`src/rtl/ps2_scan_sequencer.sv`:
```
// PS/2 keyboard front end: synchronizes the pins, frames and checks each byte,
// tracks E0/F0 prefixes and shift state, and queues make codes in a small FIFO.
module ps2_scan_sequencer #(
   parameter int FIFO_DEPTH     = 4,
   parameter int TIMEOUT_CYCLES = 5000
) (
   input  logic       clk_k,
   input  logic       reset_l,
   input  logic       ps2_clk,
   input  logic       ps2_data,
   output logic [7:0] code_out,
   output logic       code_ext,
   output logic       code_shift,
   output logic       code_valid,
   input  logic       code_ready,
   output logic       parity_error,
   output logic       frame_error,
   output logic       overflow
);

   localparam int PTR_W = $clog2(FIFO_DEPTH);
   localparam int CNT_W = PTR_W + 1;
   localparam int TO_W  = $clog2(TIMEOUT_CYCLES + 1);

   typedef enum logic {F_IDLE, F_RECV} frame_state_t;
   typedef enum logic [1:0] {D_BASE, D_EXT, D_BRK, D_EXT_BRK} dec_state_t;

   // clk_sync: [0] first stage, [1] synced, [2] previous synced value
   logic [2:0]       clk_sync_q, clk_sync_d;
   logic [1:0]       data_sync_q, data_sync_d;
   logic             fall, data_bit;

   frame_state_t     frame_q, frame_d;
   logic [3:0]       bit_cnt_q, bit_cnt_d;
   logic [7:0]       shreg_q, shreg_d;
   logic             par_q, par_d;
   logic [TO_W-1:0]  idle_cnt_q, idle_cnt_d;
   logic             byte_strobe_q, byte_strobe_d;
   logic [7:0]       byte_q, byte_d;
   logic             parity_error_q, parity_error_d;
   logic             frame_error_q, frame_error_d;

   dec_state_t       dec_q, dec_d;
   logic             lshift_q, lshift_d;
   logic             rshift_q, rshift_d;
   logic             push;
   logic [9:0]       push_entry;

   logic [9:0]       mem_q [FIFO_DEPTH];
   logic [9:0]       mem_d [FIFO_DEPTH];
   logic [PTR_W-1:0] wr_ptr_q, wr_ptr_d, rd_ptr_q, rd_ptr_d;
   logic [CNT_W-1:0] count_q, count_d;
   logic             overflow_q, overflow_d;
   logic             empty, full, pop, wr_en;

   assign fall     = clk_sync_q[2] & ~clk_sync_q[1];
   assign data_bit = data_sync_q[1];

   always_comb begin
      clk_sync_d  = {clk_sync_q[1:0], ps2_clk};
      data_sync_d = {data_sync_q[0], ps2_data};
   end

   always_comb begin
      frame_d        = frame_q;
      bit_cnt_d      = bit_cnt_q;
      shreg_d        = shreg_q;
      par_d          = par_q;
      idle_cnt_d     = idle_cnt_q;
      byte_strobe_d  = 1'b0;
      byte_d         = byte_q;
      parity_error_d = 1'b0;
      frame_error_d  = 1'b0;
      case (frame_q)
         F_IDLE: begin
            idle_cnt_d = '0;
            if (fall && !data_bit) begin
               frame_d   = F_RECV;
               bit_cnt_d = '0;
            end
         end
         default: begin
            if (fall) begin
               idle_cnt_d = '0;
               bit_cnt_d  = bit_cnt_q + 4'd1;
               if (bit_cnt_q < 4'd8) begin
                  shreg_d = {data_bit, shreg_q[7:1]};
               end else if (bit_cnt_q == 4'd8) begin
                  par_d = data_bit;
               end else begin
                  frame_d   = F_IDLE;
                  bit_cnt_d = '0;
                  // odd parity: data ones plus parity bit must be odd
                  if (!data_bit) begin
                     frame_error_d = 1'b1;
                  end else if (!(^{shreg_q, par_q})) begin
                     parity_error_d = 1'b1;
                  end else begin
                     byte_strobe_d = 1'b1;
                     byte_d        = shreg_q;
                  end
               end
            end else if (idle_cnt_q == TO_W'(TIMEOUT_CYCLES)) begin
               frame_error_d = 1'b1;
               frame_d       = F_IDLE;
               bit_cnt_d     = '0;
               idle_cnt_d    = '0;
            end else begin
               idle_cnt_d = idle_cnt_q + TO_W'(1);
            end
         end
      endcase
   end

   always_comb begin
      dec_d      = dec_q;
      lshift_d   = lshift_q;
      rshift_d   = rshift_q;
      push       = 1'b0;
      push_entry = {1'b0, lshift_q | rshift_q, byte_q};
      if (parity_error_q || frame_error_q) begin
         dec_d = D_BASE;
      end else if (byte_strobe_q) begin
         case (dec_q)
            D_BASE: begin
               case (byte_q)
                  8'hE0: dec_d = D_EXT;
                  8'hF0: dec_d = D_BRK;
                  8'h12: lshift_d = 1'b1;
                  8'h59: rshift_d = 1'b1;
                  8'hAA, 8'hFA, 8'hEE, 8'h00, 8'hFF: ;
                  default: push = 1'b1;
               endcase
            end
            D_EXT: begin
               // E0 12 / E0 59 are the keyboard's fake shifts, never real keys
               case (byte_q)
                  8'hE0: dec_d = D_EXT;
                  8'hF0: dec_d = D_EXT_BRK;
                  8'h12, 8'h59: dec_d = D_BASE;
                  default: begin
                     push       = 1'b1;
                     push_entry = {1'b1, lshift_q | rshift_q, byte_q};
                     dec_d      = D_BASE;
                  end
               endcase
            end
            D_BRK: begin
               if (byte_q == 8'h12) lshift_d = 1'b0;
               if (byte_q == 8'h59) rshift_d = 1'b0;
               dec_d = D_BASE;
            end
            default: dec_d = D_BASE;
         endcase
      end
   end

   assign empty = (count_q == '0);
   assign full  = (count_q == CNT_W'(FIFO_DEPTH));
   assign pop   = ~empty & code_ready;
   assign wr_en = push & (~full | pop);

   always_comb begin
      mem_d      = mem_q;
      wr_ptr_d   = wr_ptr_q;
      rd_ptr_d   = rd_ptr_q;
      count_d    = count_q;
      overflow_d = push & full & ~pop;
      if (wr_en) begin
         mem_d[wr_ptr_q] = push_entry;
         wr_ptr_d        = wr_ptr_q + PTR_W'(1);
      end
      if (pop) rd_ptr_d = rd_ptr_q + PTR_W'(1);
      if (wr_en && !pop) count_d = count_q + CNT_W'(1);
      else if (!wr_en && pop) count_d = count_q - CNT_W'(1);
   end

   always_ff @(posedge clk_k or negedge reset_l) begin
      if (!reset_l) begin
         clk_sync_q     <= 3'b111;
         data_sync_q    <= 2'b11;
         frame_q        <= F_IDLE;
         bit_cnt_q      <= '0;
         shreg_q        <= '0;
         par_q          <= 1'b0;
         idle_cnt_q     <= '0;
         byte_strobe_q  <= 1'b0;
         byte_q         <= '0;
         parity_error_q <= 1'b0;
         frame_error_q  <= 1'b0;
         dec_q          <= D_BASE;
         lshift_q       <= 1'b0;
         rshift_q       <= 1'b0;
         for (int i = 0; i < FIFO_DEPTH; i++) mem_q[i] <= '0;
         wr_ptr_q       <= '0;
         rd_ptr_q       <= '0;
         count_q        <= '0;
         overflow_q     <= 1'b0;
      end else begin
         clk_sync_q     <= clk_sync_d;
         data_sync_q    <= data_sync_d;
         frame_q        <= frame_d;
         bit_cnt_q      <= bit_cnt_d;
         shreg_q        <= shreg_d;
         par_q          <= par_d;
         idle_cnt_q     <= idle_cnt_d;
         byte_strobe_q  <= byte_strobe_d;
         byte_q         <= byte_d;
         parity_error_q <= parity_error_d;
         frame_error_q  <= frame_error_d;
         dec_q          <= dec_d;
         lshift_q       <= lshift_d;
         rshift_q       <= rshift_d;
         mem_q          <= mem_d;
         wr_ptr_q       <= wr_ptr_d;
         rd_ptr_q       <= rd_ptr_d;
         count_q        <= count_d;
         overflow_q     <= overflow_d;
      end
   end

   assign code_valid   = ~empty;
   assign {code_ext, code_shift, code_out} = empty ? 10'd0 : mem_q[rd_ptr_q];
   assign parity_error = parity_error_q;
   assign frame_error  = frame_error_q;
   assign overflow     = overflow_q;

endmodule

```
`config.mk`:
```
export PLATFORM = sky130hd
export DESIGN_NAME = ps2_scan_sequencer
export DESIGN_NICKNAME = d
export VERILOG_FILES = /design/src/rtl/ps2_scan_sequencer.sv
export SDC_FILE = /design/constraint.sdc
export NUM_CORES = 1
export LEC_CHECK = 0
export CORE_MARGIN = 2
export CORE_UTILIZATION = 60
export DETAILED_ROUTE_END_ITERATION = 6
export PLACE_DENSITY = 0.89
export SETUP_SLACK_MARGIN = 0.2
export SLEW_MARGIN = 15
export SYNTH_ARGS = -nofsm -noshare
export SYNTH_HDL_FRONTEND = slang
export SYNTH_SLANG_ARGS = --single-unit
```
`constraint.sdc`:
```
create_clock -name clk_k -period 4.39 [get_ports clk_k]
set_input_delay 0.6585 -clock clk_k [delete_from_list [all_inputs] [get_ports clk_k]]
set_output_delay 0.6585 -clock clk_k [all_outputs]
set_load 0.1 [all_outputs]
```
# == Word level (Yosys, flattened, before mapping) ==
# Index checks and enable logic that the tools add are counted.
# word_totals
output_inout_bits,14
register_bits,95
in_bits,5
elab_cells,154
# op_classes
n_lt_le_gt_ge,4
add_sub_neg,6
reduce_logical,25
bitwise_logic,16
eq_ne,19
n_mux,62
# op_table
op,count
$mux W10,8
$eq A8 B8 Y1 const B,6
$bwmux W40,1
$mux W13,3
$mux W1,32
$mux W4,6
$bmux W10 S2,1
$demux W10 S2,1
$add A13 B1 Y13 const B,1
$eq A13 B13 Y1 const B,1
$pmux W2 S2,3
$reduce_and A5 Y1,2
$reduce_or A9 Y1,1
$reduce_xor A9 Y1,1
$eq A8 B5 Y1 const B,1
$eq A8 B7 Y1 const B,1
$logic_not A8 Y1,1
$ne A2 B2 Y1 const B,4
$reduce_bool A2 Y1,4
$not A1 Y1,7
$ge A3 B3 Y1 const B,2
$mux W3,2
$not A2 Y3,2
$pmux W1 S2,3
other kinds (25),38

# == Depth between registers and ports, before layout ==
# logic_depth
ltp_word,11
depth_mapped,12
ltp_nobuf,11

# == Worst setup path after synthesis ==
# No wires, ideal clock.
# synth_path
path_kind,register to output
from,reg count_q[0]
to,out code_out[0]
setup_slack_ns,1.328
t_arrival_ns,2.404
required_ns,3.732
stages_incl_launch_ff,4
n_path_buf,1
cell_sequence,dfrtp_1 > or3_1 > clkbuf_1 > and2_1
# synth_via
elab_chain_cells,2
# synth_lines
element,line_no,rtl
from (decl),52,"logic [CNT_W-1:0] count_q, count_d;"
from (signal assigned),217,count_q <= count_d;
$logic_not A3 Y1,158,assign empty = (count_q == '0);
$mux W10,223,"assign {code_ext, code_shift, code_out} = empty ? 10'd0 : mem_q[rd_ptr_q];"
to (decl),11,"output logic [7:0] code_out,"
# No other way between the ends.

# == Worst setup path in the final report ==
# layout_path
from,reg rd_ptr_q[0]
to,out code_out[7]
# layout_via
elab_chain_cells,5
# layout_lines
element,line_no,rtl
from (decl),51,"logic [PTR_W-1:0] wr_ptr_q, wr_ptr_d, rd_ptr_q, rd_ptr_d;"
from (signal assigned),216,rd_ptr_q <= rd_ptr_d;
$not A2 Y3 (implied by the code),223,
$bmux W10 S2,223,
$mux W10 (implied by the code) (2 in series),223,
$mux W10,223,
# No other way between the ends. The select of a mux whose other input is x is not followed.

==> summary.md <==
| Metric | Value |
|---|---|
| Final Slew Violations | `0` |
| CTS tree | `yes` |
| Worst min path class | `in -> async` |
| Largest net degree at the start of global routing | `58` |
| Crit-path max cell delay | `0.96 ns` |
| # IOs | `19` |
| Yosys warns | `0` |
| Final nets | `379` |
| Setup TNS | `0 ns` |
| Mapped Cells | `345` |
| Skew-Pair Late Insertion Delay | `0.35 ns` |
| Iter 0 DRT Violations | `128` |
| RSZ-0062 raised after global routing | `no` |
| Htree depth | `3` |
| Clock skew | `0.007594 ns` |
| HPWL Detailed | `5291 um` |
| Total power | `0.002039 W` |
| Netlist Area Pre-Place | `4489 um2` |
| Clock sinks | `95` |
| Async S/R FF share, synth | `100.0%` |
| Top cells by area in the synthesized netlist | `dfrtp_1 (50%), mux2_2 (15%), mux4_2 (5.0%)` |
| Core Area | `7253 um2` |
| Slew @ Worst Pin | `0.9650 ns` |
| Slew headroom | `35.46%` |
| Post-CTS Setup Bufs | `0` |
| Site row count | `31` |
| Power share of the clock group | `25.3%` |
| CTS root buf | `clkbuf_8` |
| Fin. Hold Viols | `0` |
| Max Buffers Root-to-Sink | `2` |
| PwrDens | `417.1 nW/um2` |
| DRC | `0` |
| DR WL/cell | `16.61 um` |
| Minimum clock period | `3.571 ns` |
| Top FF cell, synth | `dfrtp_1` |
| # Max-Cap Violations | `0` |
| Netlist cell types | `46` |
| Synthesized flop and latch total | `95` |
| GRT Util Overall | `20.96%` |
| First-pass DRT Iterations | `4` |
| Die H | `90.50 um` |
| Hold Slack | `0.3469 ns` |
| Vias | `2665` |
| Vias per inst | `5.694` |
| Endpoint type of the worst setup path | `output pin` |
| Sw frac | `31.63%` |
| Die W | `90.50 um` |
| First-pass GRT wire length | `13410 um` |
| Final setup fails | `0` |
| Post-synth top area cell | `dfrtp_1` |
| Startpoint types | `flip-flop` |
| GPL Wtd Cong | `0.7559` |
| Sequence of cells on the critical path | `mux4_2 > and2_1 > clkdlybuf4s50_1` |
| Clk slew on worst S/H paths | `0.09 ns` |
| Slowest-stage cell, CP | `clkdlybuf4s50_1` |
| Max IR drop VDD | `0.2624 mV` |
| Post-synth EDFFs | `0` |
| ANT cells | `0` |
| Register area share after synthesis | `53.09%` |
| Share of the synthesized area in the top cell type | `50.17%` |
| Total gr overflow | `0` |
| Critical path class | `reg -> out` |
| Post-DRT Antenna Nets | `0` |
| CP Max Fanout | `12` |
| Crit path DAT | `2.91 ns` |
| Num CTS Buffers | `9` |
| Internal | `0.001394 W` |
| Initial antenna violation count | `0` |
| Vias in the first global route | `2849` |
| Critical Path RT | `3.73 ns` |
| Post_cts resized | `0` |
| Hold_buf cts | `0` |
| Core Util, Final | `67.38%` |
| Power share of the combinational group | `21.7%` |
| PortBufs | `18` |
| Max frequency | `280.0 MHz` |
| Syn_nets | `360` |
| Synthesized area per cell | `13.01 um2` |
| Starting Density | `61.89%` |
| Layout cells sized above 1 | `27.64%` |
| Tcrit/Tclk final | `81.35%` |
| Filler instances | `524` |
| Status | `finished, final reports clean` |
| Die Area | `8190 um2` |
| Leak | `2.232 nW` |
| Sw power | `0.0006448 W` |
| Syn-to-layout area delta | `8.863%` |
| Part of the power in registers | `53.1%` |
| Routed WL | `7773 um` |
==> power groups by stage <==
| stage | clock network [W] | logic, W | registers [W] |
|---|---|---|---|
| 2_1_floorplan | 0 | 0.000413 | 0.00103 |
| 3_3_place_gp | 0 | 0.000428 | 0.00109 |
| 3_5_place_dp | 0 | 0.000446 | 0.00110 |
| 4_1_cts | 0.000523 | 0.000450 | 0.00108 |
| 5_1_grt | 0.000566 | 0.000482 | 0.00110 |
| 6_report | 0.000515 | 0.000442 | 0.00108 |
==> critical path: cells and delay by family (launching register included) <==
family	cells	cell delay, ns
AND/OR/NAND/NOR	1	0.17
flip-flops	1	0.83
multiplexers	1	0.60
buffers and inverters	1	0.96
==> state kept, by name, indices dropped and copies added, names as in the netlist, 2 cells and up <==
register     flops
data_sync_q      2
byte_q           8
rd_ptr_q         2
wr_ptr_q         2
mem_q           40
clk_sync_q       3
shreg_q          8
idle_cnt_q      13
count_q          3
bit_cnt_q        4
dec_q            2
==> through the flow <==
stage	area [um2]	cells	setup WS, ns
floorplan	4489	345	1.328
global placement	4712	452	1.200
detailed placement	4712	452	1.157
CTS	4887	468	0.7746
global route	4887	468	0.6686
finish	4887	468	0.8188
==> synthesized netlist by cell type, types with 4 or more instances <==
cell type and n:
dfrtp_1 90, mux2_2 61, nor2_1 23, nor4_1 4
nand3_2 4, nand4_1 4, xor2_1 11, or3_1 4
o21ai_0 7, inv_1 11, nor2b_1 7, mux4_2 10
dfstp_2 5, a21oi_1 6, nand3_1 11, and2_1 12
ha_1 9, nand2_1 13, xnor2_1 14
==> area by class of cell <==
class | count | area [um2] | share of cell area, %
clock buffers | 11 | 141.4 | 2.893
clock inverters | 5 | 33.78 | 0.6912
inverters | 11 | 41.29 | 0.8449
multi-input cells | 228 | 1978 | 40.48
flip-flops and latches | 95 | 2384 | 48.77
well taps | 99 | 123.9 | 2.535
repair buffers | 19 | 185.2 | 3.789
==> cell usage in the layout (no fill, tap or decap), types with 2 or more instances in the layout <==
master | Yosys | layout
nand2b_1 | 2 | 2
inv_1 | 11 | 11
and4_1 | 2 | 2
xnor2_1 | 14 | 14
a21oi_1 | 6 | 6
nand4_1 | 4 | 4
clkinvlp_4 | 0 | 2
and2_1 | 12 | 12
mux4_2 | 10 | 10
ha_1 | 9 | 9
dfrtp_1 | 90 | 90
nand3_1 | 11 | 11
clkinv_2 | 0 | 2
nor3_1 | 3 | 3
xor2_1 | 11 | 11
nor4_1 | 4 | 4
nand2_1 | 13 | 13
and3_1 | 2 | 2
clkdlybuf4s50_1 | 0 | 17
nand3_2 | 4 | 4
nor2_1 | 23 | 23
clkbuf_8 | 3 | 10
or3_1 | 4 | 4
nor2b_1 | 7 | 7
nor4b_1 | 3 | 3
dfstp_2 | 5 | 5
o21ai_0 | 7 | 7
buf_4 | 1 | 2
mux2_2 | 61 | 61
==> layer usage <==
layer | global-route usage, % | share of wire, % | vias up
met4 | 6.923 | 1.0 | 0
met5 | 0 | 0 | -
met3 | 5.259 | 2.9 | 8
met1 | 24.96 | 43 | 1363
li1 | - | - | 1255
met2 | 37.19 | 54 | 39
==> cell families after synthesis <==
group | count (synthesis) | synth area share [%]
DFF | 95 | 53.09
AOI/OAI and AO/OA | 18 | 2.453
buffers and inverters | 22 | 2.843
muxes | 72 | 20.54
xor gates and xnor gates | 25 | 4.877
adders and majority gates | 10 | 2.954
and+or+nand+nor | 103 | 13.24
==> path summary, 6_finish.rpt <==
path | startpoint | depth (start not counted) | endpoint | slack, ns
worst min-delay path | reset_l | 1 | mem_q[33] | 0.35
min in group clk_k | data_sync_q[0] | 0 | data_sync_q[1] | 0.36
worst max register to register | byte_q[7] | 11 | count_q[2] | 1.45
worst max-delay path | rd_ptr_q[0] | 3 | code_out[7] | 0.82
worst min register to register | data_sync_q[0] | 0 | data_sync_q[1] | 0.36
max in group asynchronous | reset_l | 2 | clk_sync_q[2] | 3.06
No activity file was read; power rests on OpenSTA's default activity.
